## src/rtl/rggen_avalon_arbiter.sv

```systemverilog
// rggen_avalon_arbiter: round-robin arbiter that lets several Avalon-MM hosts
// share a single rggen register agent. A grant is held for a whole transfer,
// and only the granted host sees the agent's waitrequest.
module rggen_avalon_arbiter #(
  parameter int HOSTS         = 2,
  parameter int ADDRESS_WIDTH = 8,
  parameter int BUS_WIDTH     = 32
)(
  input  logic                             i_clk,
  input  logic                             i_rst,
  input  logic [HOSTS-1:0]                 i_host_read,
  input  logic [HOSTS-1:0]                 i_host_write,
  input  logic [HOSTS*ADDRESS_WIDTH-1:0]   i_host_address,
  input  logic [HOSTS*BUS_WIDTH-1:0]       i_host_writedata,
  input  logic [HOSTS*(BUS_WIDTH/8)-1:0]   i_host_byteenable,
  output logic [HOSTS-1:0]                 o_host_waitrequest,
  output logic [1:0]                       o_host_response,
  output logic [BUS_WIDTH-1:0]             o_host_readdata,
  output logic                             o_agent_read,
  output logic                             o_agent_write,
  output logic [ADDRESS_WIDTH-1:0]         o_agent_address,
  output logic [BUS_WIDTH-1:0]             o_agent_writedata,
  output logic [BUS_WIDTH/8-1:0]           o_agent_byteenable,
  input  logic                             i_agent_waitrequest,
  input  logic [1:0]                       i_agent_response,
  input  logic [BUS_WIDTH-1:0]             i_agent_readdata,
  output logic [HOSTS-1:0]                 o_grant,
  output logic                             o_busy
);

  localparam int BE_WIDTH  = BUS_WIDTH / 8;
  localparam int PTR_WIDTH = (HOSTS > 1) ? $clog2(HOSTS) : 1;

  typedef enum logic {
    IDLE = 1'b0,
    BUSY = 1'b1
  } state_e;

  state_e                 state_q;
  logic [HOSTS-1:0]       grant_q;
  logic [PTR_WIDTH-1:0]   ptr_q;

  logic [HOSTS-1:0]       req;
  logic [HOSTS-1:0]       select_d;
  logic [PTR_WIDTH-1:0]   ptr_d;
  logic [PTR_WIDTH-1:0]   grant_idx;
  logic [PTR_WIDTH:0]     scan_idx;
  logic                   found;
  logic                   busy;
  logic                   agent_read;
  logic                   agent_write;
  logic                   done;
  logic                   abort;

  assign req  = i_host_read | i_host_write;
  assign busy = (state_q == BUSY);

  // Pick the first requesting host, scanning upward from ptr and wrapping to 0.
  always_comb begin
    select_d = '0;
    found    = 1'b0;
    scan_idx = '0;
    for (int k = 0; k < HOSTS; k++) begin
      scan_idx = {1'b0, ptr_q} + (PTR_WIDTH+1)'(k);
      if (scan_idx >= (PTR_WIDTH+1)'(HOSTS)) begin
        scan_idx = scan_idx - (PTR_WIDTH+1)'(HOSTS);
      end
      if (!found && req[scan_idx[PTR_WIDTH-1:0]]) begin
        select_d[scan_idx[PTR_WIDTH-1:0]] = 1'b1;
        found                             = 1'b1;
      end
    end
  end

  // Turn the one-hot grant into an index and work out the rotated pointer.
  always_comb begin
    grant_idx = '0;
    for (int i = 0; i < HOSTS; i++) begin
      if (grant_q[i]) begin
        grant_idx = PTR_WIDTH'(i);
      end
    end
    if (grant_idx == PTR_WIDTH'(HOSTS - 1)) begin
      ptr_d = '0;
    end else begin
      ptr_d = grant_idx + PTR_WIDTH'(1);
    end
  end

  // Route the granted host to the agent; idle data lines follow host 0.
  always_comb begin
    agent_read         = 1'b0;
    agent_write        = 1'b0;
    o_agent_address    = i_host_address[0 +: ADDRESS_WIDTH];
    o_agent_writedata  = i_host_writedata[0 +: BUS_WIDTH];
    o_agent_byteenable = i_host_byteenable[0 +: BE_WIDTH];
    o_host_waitrequest = '1;
    for (int i = 0; i < HOSTS; i++) begin
      if (busy && grant_q[i]) begin
        agent_read            = i_host_read[i];
        agent_write           = i_host_write[i];
        o_agent_address       = i_host_address[i*ADDRESS_WIDTH +: ADDRESS_WIDTH];
        o_agent_writedata     = i_host_writedata[i*BUS_WIDTH +: BUS_WIDTH];
        o_agent_byteenable    = i_host_byteenable[i*BE_WIDTH +: BE_WIDTH];
        o_host_waitrequest[i] = i_agent_waitrequest;
      end
    end
  end

  assign done  = busy && (agent_read || agent_write) && !i_agent_waitrequest;
  assign abort = busy && !(agent_read || agent_write);

  // Arbitration FSM: latch a grant in IDLE, hold it until completion or abort.
  always_ff @(posedge i_clk or posedge i_rst) begin
    if (i_rst) begin
      state_q <= IDLE;
      grant_q <= '0;
      ptr_q   <= '0;
    end else begin
      case (state_q)
        IDLE: begin
          if (|req) begin
            grant_q <= select_d;
            state_q <= BUSY;
          end
        end
        BUSY: begin
          if (done) begin
            state_q <= IDLE;
            grant_q <= '0;
            ptr_q   <= ptr_d;
          end else if (abort) begin
            state_q <= IDLE;
            grant_q <= '0;
          end
        end
        default: begin
          state_q <= IDLE;
          grant_q <= '0;
        end
      endcase
    end
  end

  assign o_agent_read    = agent_read;
  assign o_agent_write   = agent_write;
  assign o_host_response = i_agent_response;
  assign o_host_readdata = i_agent_readdata;
  assign o_grant         = grant_q;
  assign o_busy          = busy;

endmodule
```

## config.mk

```make
export PLATFORM = sky130hd
export DESIGN_NAME = rggen_avalon_arbiter
export DESIGN_NICKNAME = d
export VERILOG_FILES = /design/src/rtl/rggen_avalon_arbiter.sv
export SDC_FILE = /design/constraint.sdc
export NUM_CORES = 1
export LEC_CHECK = 0
export BUFFER_PORTS_ARGS = -buffer_cell sky130_fd_sc_hd__buf_4
export CAP_MARGIN = 10
export CORE_AREA = 2 2 82 84
export CTS_CLUSTER_DIAMETER = 150
export DETAILED_ROUTE_END_ITERATION = 8
export DIE_AREA = 0 0 84 86
export PLACE_DENSITY = 0.6
export SYNTH_ARGS = -nofsm -noshare
export SYNTH_HDL_FRONTEND = slang
export SYNTH_SLANG_ARGS = --single-unit
```

## constraint.sdc

```tcl
create_clock -name i_clk -period 1 [get_ports i_clk]
set_input_delay 0 -clock i_clk [delete_from_list [all_inputs] [get_ports i_clk]]
set_output_delay 0 -clock i_clk [all_outputs]
set_load 0.005 [all_outputs]
```

==> results of run 1 <==
[state kept, by name, indices dropped and copies added, names as in the netlist]
signal / count
ptr_q: 1
o_busy: 1
o_grant: 2
[critical path, delay by kind of cell (launching register included)]
kind                   cells  cell delay, ps
buffers and inverters      2             300
DFF                        1             390
muxes                      1             310
and+or+nand+nor            1             170
[per-layer routing]
layer  global-route usage (%)  part of all wire, %
met3                     2.60                  8.3
met1                     13.6                   37
met5                        0                    0
met2                     21.7                   53
met4                     4.25                  1.0
[final cells by class]
class	count	area, um^2
fillers	629	3760
clock buffers	3	41.3
multi-input cells	69	841
flip-flops and latches	4	100
well taps	77	96.3
inverters	3	11.3
repair buffers	160	1420
[report_power, final]
group	total, W	switching, W	leakage (nW)	internal [W]
combinational	0.00381	0.00129	1.33	0.00252
sequential	0.000319	0.0000765	0.0493	0.000243
clock	0.000336	0.0000799	0.0216	0.000256
[synth_stat cells, types with 2 or more instances]
library cell and instances:
inv_1 3, o21ai_0 2, buf_6 4, dfrtp_1 4
mux2_2 4, buf_4 35, a2bb2oi_1 2, nor2_1 5
nor2b_1 2, mux2_4 40, a22oi_1 2
[final timing paths]
path	to	slack [ps]	cells after the start
max	o_agent_writedata[17]	-390	4
min	o_host_readdata[10]	0.002	0
max reg2reg	ptr_q	-190	4
min reg2reg	ptr_q	530	1
max in group asynchronous	o_busy	610	3
min in group asynchronous	ptr_q	230	3
[cells by family (layout without fill, tap and decap cells)]
family	after synthesis	in the layout	synth area share, %
muxes	44	44	52.6
buffers and inverters	43	166	26.4
and+or+nand+nor	15	15	6.73
AOI/OAI and AO/OA	10	10	6.12
DFF	4	4	8.16
[stage by stage]
stage,std cells,total power (W)
floorplan,116,0.00215
global placement,311,0.00365
detailed placement,311,0.00366
CTS,315,0.00446
global route,316,0.00471
finish,316,0.00446
[repair_timing]
item / in CTS / in global routing
gates resized for setup: 52 / 2
setup buffers: 0 / 1
endpoints found under the setup margin: 52 / 52
pin swaps: 1 / 0
hold buffers: 1 / 0
hold endpoints to repair: 4 / 0
==> flow_metrics.env, run 1 <==
export IMPL_outcome="finished with violations"
export IMPL_violations="setup timing"
export IMPL_vias=1326
export IMPL_p_leak_nw=1.40
export IMPL_ys_flop_type="dfrtp_1"
export IMPL_setup_ws_ps=-393
export IMPL_clock_latency_ps=220
export IMPL_final_util_pct=40.0
export IMPL_crit_required_ps=1000
export IMPL_synth_top_area_share_pct=48.9
export IMPL_gp_congestion=0.742
export IMPL_clk_pin_slew_ps=30
export IMPL_io_pins=214
export IMPL_mostFrequentLayoutCells="buf_4, buf_6, mux2_4"
export IMPL_timing_fmax_mhz=718
export IMPL_maxSlewViolCount=0
export IMPL_die_area_um2=7220
export IMPL_synth_async_reset_ratio_pct=100
export IMPL_grt_max_degree=14
export IMPL_cts_buffers=3
export IMPL_ys_warn_count=0
export IMPL_crit_path_top_delay_cell="dfrtp_1"
export IMPL_synth_area_leader_cell="mux2_4"
export IMPL_clockBufferDepth=2
export IMPL_layout_nets=370
export IMPL_critical_path_startpoint="o_busy"
export IMPL_drive_gt1_share_pct=88.7
export IMPL_maxCapViolations=0
export IMPL_hpwl_um=3900
export IMPL_timing_hold_ws_ps=0.00224
export IMPL_rows=29
export IMPL_final_common_cell="buf_4"
export IMPL_place_ws_ps=-205
export IMPL_syn_nets=245
export IMPL_grt_pass1_vias=1394
export IMPL_critPathKind="reg2out"
export IMPL_drt_iter0_drc=13
export IMPL_hold_viol=0
export IMPL_setup_viol=52
export IMPL_vias_per_cell=4.20
export IMPL_min_path_type="in2out"
export IMPL_grt_ovfl_total=0
export IMPL_synth_sequential_area_ratio_pct=8.15
export IMPL_die_x_um=84
export IMPL_finalCritPeriodShare_pct=139
export IMPL_antenna_found_initial=0
export IMPL_crit_path_max_fanout=13
export IMPL_min_from="i_agent_readdata[10]"
export IMPL_cts_sinks=4
export IMPL_grt_pass1_wl_um=7020
export IMPL_path_cells="nand2_4, buf_12, mux2_4, buf_6"
export IMPL_drc=0
export IMPL_tightest_slew_ps=369
export IMPL_clockRootBuffer="clkbuf_8"
export IMPL_synth_area_um2=1230
export IMPL_slew_headroom_pct=75.2
export IMPL_cts_tree="done"
export IMPL_design_area_um2=2510
export IMPL_ant_nets=0
export IMPL_fin_setup_tns_ps=-17450
export IMPL_die_h_um=86
export IMPL_period_needed_ps=1390
export IMPL_firstDrtPassIters=4
export IMPL_postSynthRegisterBits=4
export IMPL_synth_edf_count=0
export IMPL_fp_coreArea_um2=6280
export IMPL_syn_inst=116
export IMPL_vdd_drop_max_uv=952
export IMPL_synthTopCellsByArea="mux2_4, buf_4, dfrtp_1, buf_6, mux2_2"
export IMPL_diodes=0
export IMPL_start_util_pct=19.6
export IMPL_gr_usage_all_layers_pct=11.9
export IMPL_r2r_start="o_grant[1]"
export IMPL_htreeDepth=1
export IMPL_end_kind="output pin"
export IMPL_synth_distinct_cells=24
export IMPL_cp_start_kind="register"
export IMPL_finClkSkew_ps=2.60
export IMPL_syn_to_final_growth_pct=105
export IMPL_postPlaceCellArea_um2=2250
export IMPL_synth_avg_cell_area_um2=10.6
export IMPL_port_buffers=145
export IMPL_powerDensity_nw_per_um2=1780
export IMPL_cpPeakStageDelay_ps=390
export IMPL_critPathArrivalTime_ps=1390
export IMPL_wl_um=4760
export IMPL_route_detailed_wl_per_inst_um=15.1
export IMPL_rsz0062_at_grt="yes"
No activity file was read; power rests on OpenSTA's default activity.
==> run 2: changes to the inputs <==
- CORE_AREA: 2 2 82 84 -> 2 2 83 85
- DIE_AREA: 0 0 84 86 -> 0 0 85 87
- PLACE_DENSITY: 0.6 -> 0.56
- clock period: 1 -> 1.4 ns (I/O delays scaled with it)
==> run 2 against run 1 <==
Compared with the run above:
- the run still ends with setup timing left
- cell area shrank 2.1%
- non-clock buffer count shrank 3
- die area is 2.4% higher
- worst setup slack better by 380 ps
- register-to-register slack better by 320 ps
- sequential share of layout area up 0.19 points
- clock skew down 2.3 ps
- sequential power fell by 15%
- core utilization decreased by 2.6 points
- via count up 0.38%
- flip-flop and latch count is the same
- final cell count rose by 0.32%
- critical path type unchanged
- critical endpoint is now o_agent_byteenable[1]
- highest routed layer unchanged
==> flow_metrics.env, run 2 (synthesized netlist as in run 1, its figures left out) <==
export IMPL_drc=0
export IMPL_grt_ovfl_total=0
export IMPL_min_path_type="in2out"
export IMPL_rsz0062_at_grt="yes"
export IMPL_outcome="finished with violations"
export IMPL_vdd_drop_max_uv=532
export IMPL_crit_path_max_fanout=5
export IMPL_finalCritPeriodShare_pct=101
export IMPL_port_buffers=145
export IMPL_crit_required_ps=1400
export IMPL_vias=1331
export IMPL_syn_to_final_growth_pct=100
export IMPL_gr_usage_all_layers_pct=10.6
export IMPL_cp_start_kind="register"
export IMPL_period_needed_ps=1410
export IMPL_rows=30
export IMPL_setup_viol=14
export IMPL_ant_nets=0
export IMPL_diodes=0
export IMPL_clockRootBuffer="clkbuf_8"
export IMPL_end_kind="output pin"
export IMPL_critPathArrivalTime_ps=1410
export IMPL_cts_tree="done"
export IMPL_io_pins=214
export IMPL_largest_register_ffs=2
export IMPL_total_power_w=0.00312
export IMPL_final_common_cell="buf_4"
export IMPL_die_h_um=87
export IMPL_route_detailed_wl_per_inst_um=14.9
export IMPL_clockBufferDepth=2
export IMPL_violations="setup timing"
export IMPL_crit_path_top_delay_cell="dfrtp_2"
export IMPL_clock_latency_ps=220
export IMPL_fp_coreArea_um2=6570
export IMPL_p_leak_nw=1.36
export IMPL_layout_nets=368
export IMPL_drive_gt1_share_pct=88.2
export IMPL_grt_max_degree=16
export IMPL_htreeDepth=1
export IMPL_hold_viol=0
export IMPL_maxSlewViolCount=0
export IMPL_mostFrequentLayoutCells="buf_4, mux2_4, buf_6"
export IMPL_cts_sinks=4
export IMPL_firstDrtPassIters=4
export IMPL_maxCapViolations=0
export IMPL_cts_buffers=3
export IMPL_antenna_found_initial=0
export IMPL_path_cells="nand2_2, clkbuf_16, mux2_4, buf_6"
export IMPL_timing_fmax_mhz=709
export IMPL_die_area_um2=7400
export IMPL_gp_congestion=0.737
export IMPL_grt_pass1_vias=1195
export IMPL_clk_pin_slew_ps=30
export IMPL_powerDensity_nw_per_um2=1270
export IMPL_wl_um=4710
export IMPL_timing_hold_ws_ps=0.00224
export IMPL_vias_per_cell=4.20
export IMPL_start_util_pct=18.7
export IMPL_grt_pass1_wl_um=6280
export IMPL_setup_ws_ps=-10.4
export IMPL_cpPeakStageDelay_ps=450
export IMPL_nFillCells=662
export IMPL_critPathKind="reg2out"
export IMPL_hpwl_um=3790
export IMPL_finClkSkew_ps=0.256
export IMPL_drt_iter0_drc=26
export IMPL_slew_headroom_pct=75.2
export IMPL_die_x_um=85
export IMPL_tightest_slew_ps=369
[run 2: layout make-up]
| class | instances | area, um^2 | share of cell area, % |
|---|---|---|---|
| Tap cell | 80 | 100 | 4.07 |
| Timing Repair Buffer | 157 | 1370 | 55.6 |
| Clock buffer | 3 | 41.3 | 1.68 |
| Sequential cell | 4 | 103 | 4.17 |
| Multi-Input combinational cell | 70 | 836 | 34.0 |
| Inverter | 3 | 11.3 | 0.458 |
[run 2: worst paths after layout]
| kind | from | end | slack (ps) | cells after the start |
|---|---|---|---|---|
| max reg2reg | o_grant[1] | ptr_q | 130 | 4 |
| min reg2reg | ptr_q | ptr_q | 530 | 1 |
| min | i_agent_readdata[28] | o_host_readdata[28] | 0.002 | 0 |
| max | o_grant[1] | o_agent_byteenable[1] | -10 | 4 |
| max in group asynchronous | i_rst | o_grant[1] | 990 | 3 |
| min in group asynchronous | i_rst | o_busy | 240 | 3 |
[run 2: worst max-delay path, delay by kind of cell (launching register included)]
kind	cells	cell delay, ps
mux	1	300
buf+inv	2	290
simple gates	1	150
flops	1	450
[run 2: what timing repair did]
item,4_1_cts,5_1_grt
cloned,0,2
endpoints found under the setup margin,39,44
resized for setup,34,9
hold buffers,1,0
pin swaps,1,1
buffers inserted,2,2
endpoints found under the hold margin,4,0
[run 2: routing by layer]
layer	track usage [%]	vias to the layer above	part of all wire (%)
met5	0	-	0
met4	3.32	0	1.3
met3	4.08	6	12
met2	19.0	85	52
met1	11.6	619	35
li1	-	621	-
[run 2: where the power goes]
group | internal, W | total, W | switching, W
Sequential | 0.000179 | 0.000272 | 0.0000925
Clock | 0.000184 | 0.000250 | 0.0000659
Combinational | 0.00171 | 0.00259 | 0.000881
[run 2: through the flow]
stage,utilization (%),area [um^2],std cells,setup slack (ps),setup TNS (ps)
final,37.4,2460,317,-10.4,-71.5
after global routing,37.4,2460,317,-60.5,-1460
after CTS,36.2,2380,313,-51.8,-667
after detailed placement,33.3,2190,307,141,0
after global placement,33.3,2190,307,151,0
after floorplan,-,1230,116,226,0
==> run 3: changes to the inputs <==
- CORE_AREA: 2 2 83 85 -> 2 2 82 84
- DIE_AREA: 0 0 85 87 -> 0 0 84 86
- PLACE_DENSITY: 0.56 -> 0.6
- clock period: 1.4 -> 1.1 ns (I/O delays scaled with it)
==> run 3 against run 2 <==
Compared with the run above:
- the flow still finishes with violations (setup timing)
- register-to-register slack got worse by 260 ps
- critical path type unchanged
- highest routed layer unchanged
- flip-flop and latch count did not move
- sequential power rose by 9.2%
- wire length rose by 4.9%
- via count fell by 1.7%
- largest power group unchanged
- clock skew barely moved
- largest cell class unchanged
- non-clock buffer count fell by 3
- combinational power rose by 28%
==> flow_metrics.env, run 3 (synthesized netlist as in run 1, its figures left out) <==
export IMPL_outcome="finished with violations"
export IMPL_violations="setup timing"
export IMPL_end_kind="output pin"
export IMPL_gp_congestion=0.737
export IMPL_use_met2_pct=23.4
export IMPL_ff2ff_path_depth=4
export IMPL_htreeDepth=1
export IMPL_p_seq_share_pct=7.5
export IMPL_hpwl_um=4020
export IMPL_antenna_found_initial=0
export IMPL_gr_usage_met3_pct=2.89
export IMPL_timing_rr_end="ptr_q"
export IMPL_cts_buffers=3
export IMPL_rsz0062_at_grt="yes"
export IMPL_diodes=0
export IMPL_min_from="i_agent_readdata[10]"
export IMPL_final_common_cell="buf_4"
export IMPL_maxSlewViolCount=0
export IMPL_grt_max_degree=14
export IMPL_power_frac_clock_pct=7.9
export IMPL_period_needed_ps=1400
export IMPL_grt_pass1_vias=1367
export IMPL_port_buffers=145
export IMPL_critPathBufInv=2
export IMPL_timing_hold_ws_ps=0.00224
export IMPL_crit_path_top_delay_cell="dfrtp_1"
export IMPL_min_path_type="in2out"
export IMPL_whs_path_depth=0
export IMPL_route_detailed_wl_per_inst_um=15.9
export IMPL_die_h_um=86
export IMPL_cts_tree="done"
export IMPL_clockBufferDepth=2
export IMPL_power_internal_w=0.00262
export IMPL_gr_usage_all_layers_pct=12.4
export IMPL_swShare_pct=33.3
export IMPL_grt_pass1_wl_um=7190
export IMPL_crit_required_ps=1100
export IMPL_mostFrequentLayoutCells="buf_4, mux2_4, buf_6"
export IMPL_crit_family="flip-flops"
export IMPL_path_cells="nand2_4, buf_12, mux2_4, buf_6"
export IMPL_timing_fmax_mhz=713
export IMPL_hold_viol=0
export IMPL_ant_nets=0
export IMPL_tightest_slew_ps=355
export IMPL_firstDrtPassIters=4
export IMPL_critPathKind="reg2out"
export IMPL_fp_coreArea_um2=6280
export IMPL_cpPeakStageDelay_ps=390
export IMPL_grtUsageMet1_pct=13.5
export IMPL_final_util_pct=39.0
export IMPL_start_util_pct=19.6
export IMPL_critPathArrivalTime_ps=1400
export IMPL_finalCritPeriodShare_pct=128
export IMPL_wl_um=4940
export IMPL_drt_iter0_drc=21
export IMPL_clk_pin_slew_ps=30
export IMPL_syn_to_final_growth_pct=99.5
export IMPL_cts_sinks=4
export IMPL_powerDensity_nw_per_um2=1610
export IMPL_io_pins=214
export IMPL_cp_start_kind="register"
export IMPL_maxCapViolations=0
export IMPL_vias_per_cell=4.22
export IMPL_vias=1308
export IMPL_r2r_setup_slack_ps=-130
export IMPL_top_usage_layer="met2"
export IMPL_clock_latency_ps=220
export IMPL_slew_headroom_pct=76.1
export IMPL_combPwrFrac_pct=84.5
export IMPL_drive_gt1_share_pct=88.4
export IMPL_r2r_start="o_busy"
export IMPL_die_x_um=84
export IMPL_drc=0
export IMPL_nFillCells=626
export IMPL_grt_ovfl_total=0
export IMPL_crit_path_max_fanout=13
export IMPL_setup_ws_ps=-304
export IMPL_layout_nets=364
export IMPL_largest_register_ffs=2
export IMPL_p_switching_w=0.00131
export IMPL_setup_viol=48
export IMPL_dp_cells=305
export IMPL_rows=29
export IMPL_vdd_drop_max_uv=578
export IMPL_instances_no_fill=310
export IMPL_clockRootBuffer="clkbuf_8"
export IMPL_die_area_um2=7220
export IMPL_p_leak_nw=1.36
export IMPL_finClkSkew_ps=0.403
export IMPL_min_to="o_host_readdata[10]"
[run 3: changes by cell type in the layout (fill, tap and decap cells not counted), sizes merged]
| cell | previous run | this run |
|---|---|---|
| buf | 155 | 153 |
| clkbuf | 4 | 3 |
| nand2 | 3 | 2 |
[run 3: power groups by stage]
| stage | registers, W | clock network (W) | logic, W |
|---|---|---|---|
| 6_report | 0.000297 | 0.000312 | 0.00332 |
| 5_1_grt | 0.000308 | 0.000331 | 0.00351 |
| 4_1_cts | 0.000297 | 0.000318 | 0.00332 |
| 3_5_place_dp | 0.000296 | 0 | 0.00293 |
| 3_3_place_gp | 0.000291 | 0 | 0.00291 |
| 2_1_floorplan | 0.000296 | 0 | 0.00166 |
[run 3: cell type report]
type | count | area (um^2) | area share [%]
Sequential cell | 4 | 100 | 4.09
Tap cell | 77 | 96.3 | 3.93
Inverter | 3 | 11.3 | 0.460
Multi-Input combinational cell | 69 | 841 | 34.3
Clock buffer | 3 | 41.3 | 1.69
Timing Repair Buffer | 154 | 1360 | 55.5
[run 3: timing repair]
item | 4_1_cts | 5_1_grt
setup buffers | 0 | 1
hold buffers | 1 | 0
resized for setup | 48 | 1
setup endpoints to repair | 50 | 52
pin swaps | 2 | 0
hold endpoints to repair | 4 | 0
[run 3: how the worst max path moves through the flow]
stage,from,to,slack [ps],cells past startpoint
after floorplan,o_busy,ptr_q,-20,4
after global placement,o_grant[1],o_agent_writedata[30],-80,4
after detailed placement,o_grant[1],o_agent_writedata[7],-110,4
after CTS,o_busy,o_agent_writedata[27],-310,4
after global routing,o_busy,o_agent_writedata[28],-340,4
final,o_busy,o_agent_writedata[27],-300,4
[run 3: worst reg2reg max path, cell delays in order, from the launching register on]
cell and delay [ps]:
dfrtp_1 380, nand2_4 130, buf_4 160, or2_4 250
o22a_1 200
[run 3: stage by stage]
step	setup TNS [ps]	total power [W]	worst slack (ps)	cell area (um^2)
2_1_floorplan	-358	0.00196	-23.6	1230
3_3_place_gp	-2270	0.00320	-77.4	2200
3_5_place_dp	-3030	0.00323	-114	2200
4_1_cts	-13010	0.00393	-310	2430
5_1_grt	-14480	0.00415	-340	2450
6_report	-12680	0.00393	-304	2450
[run 3: per-layer routing]
| metal | up-vias | wire (um) |
|---|---|---|
| li1 | 610 | - |
| met1 | 613 | 1790 |
| met2 | 79 | 2700 |
| met3 | 6 | 393 |
| met4 | 0 | 54 |
| met5 | - | 0 |
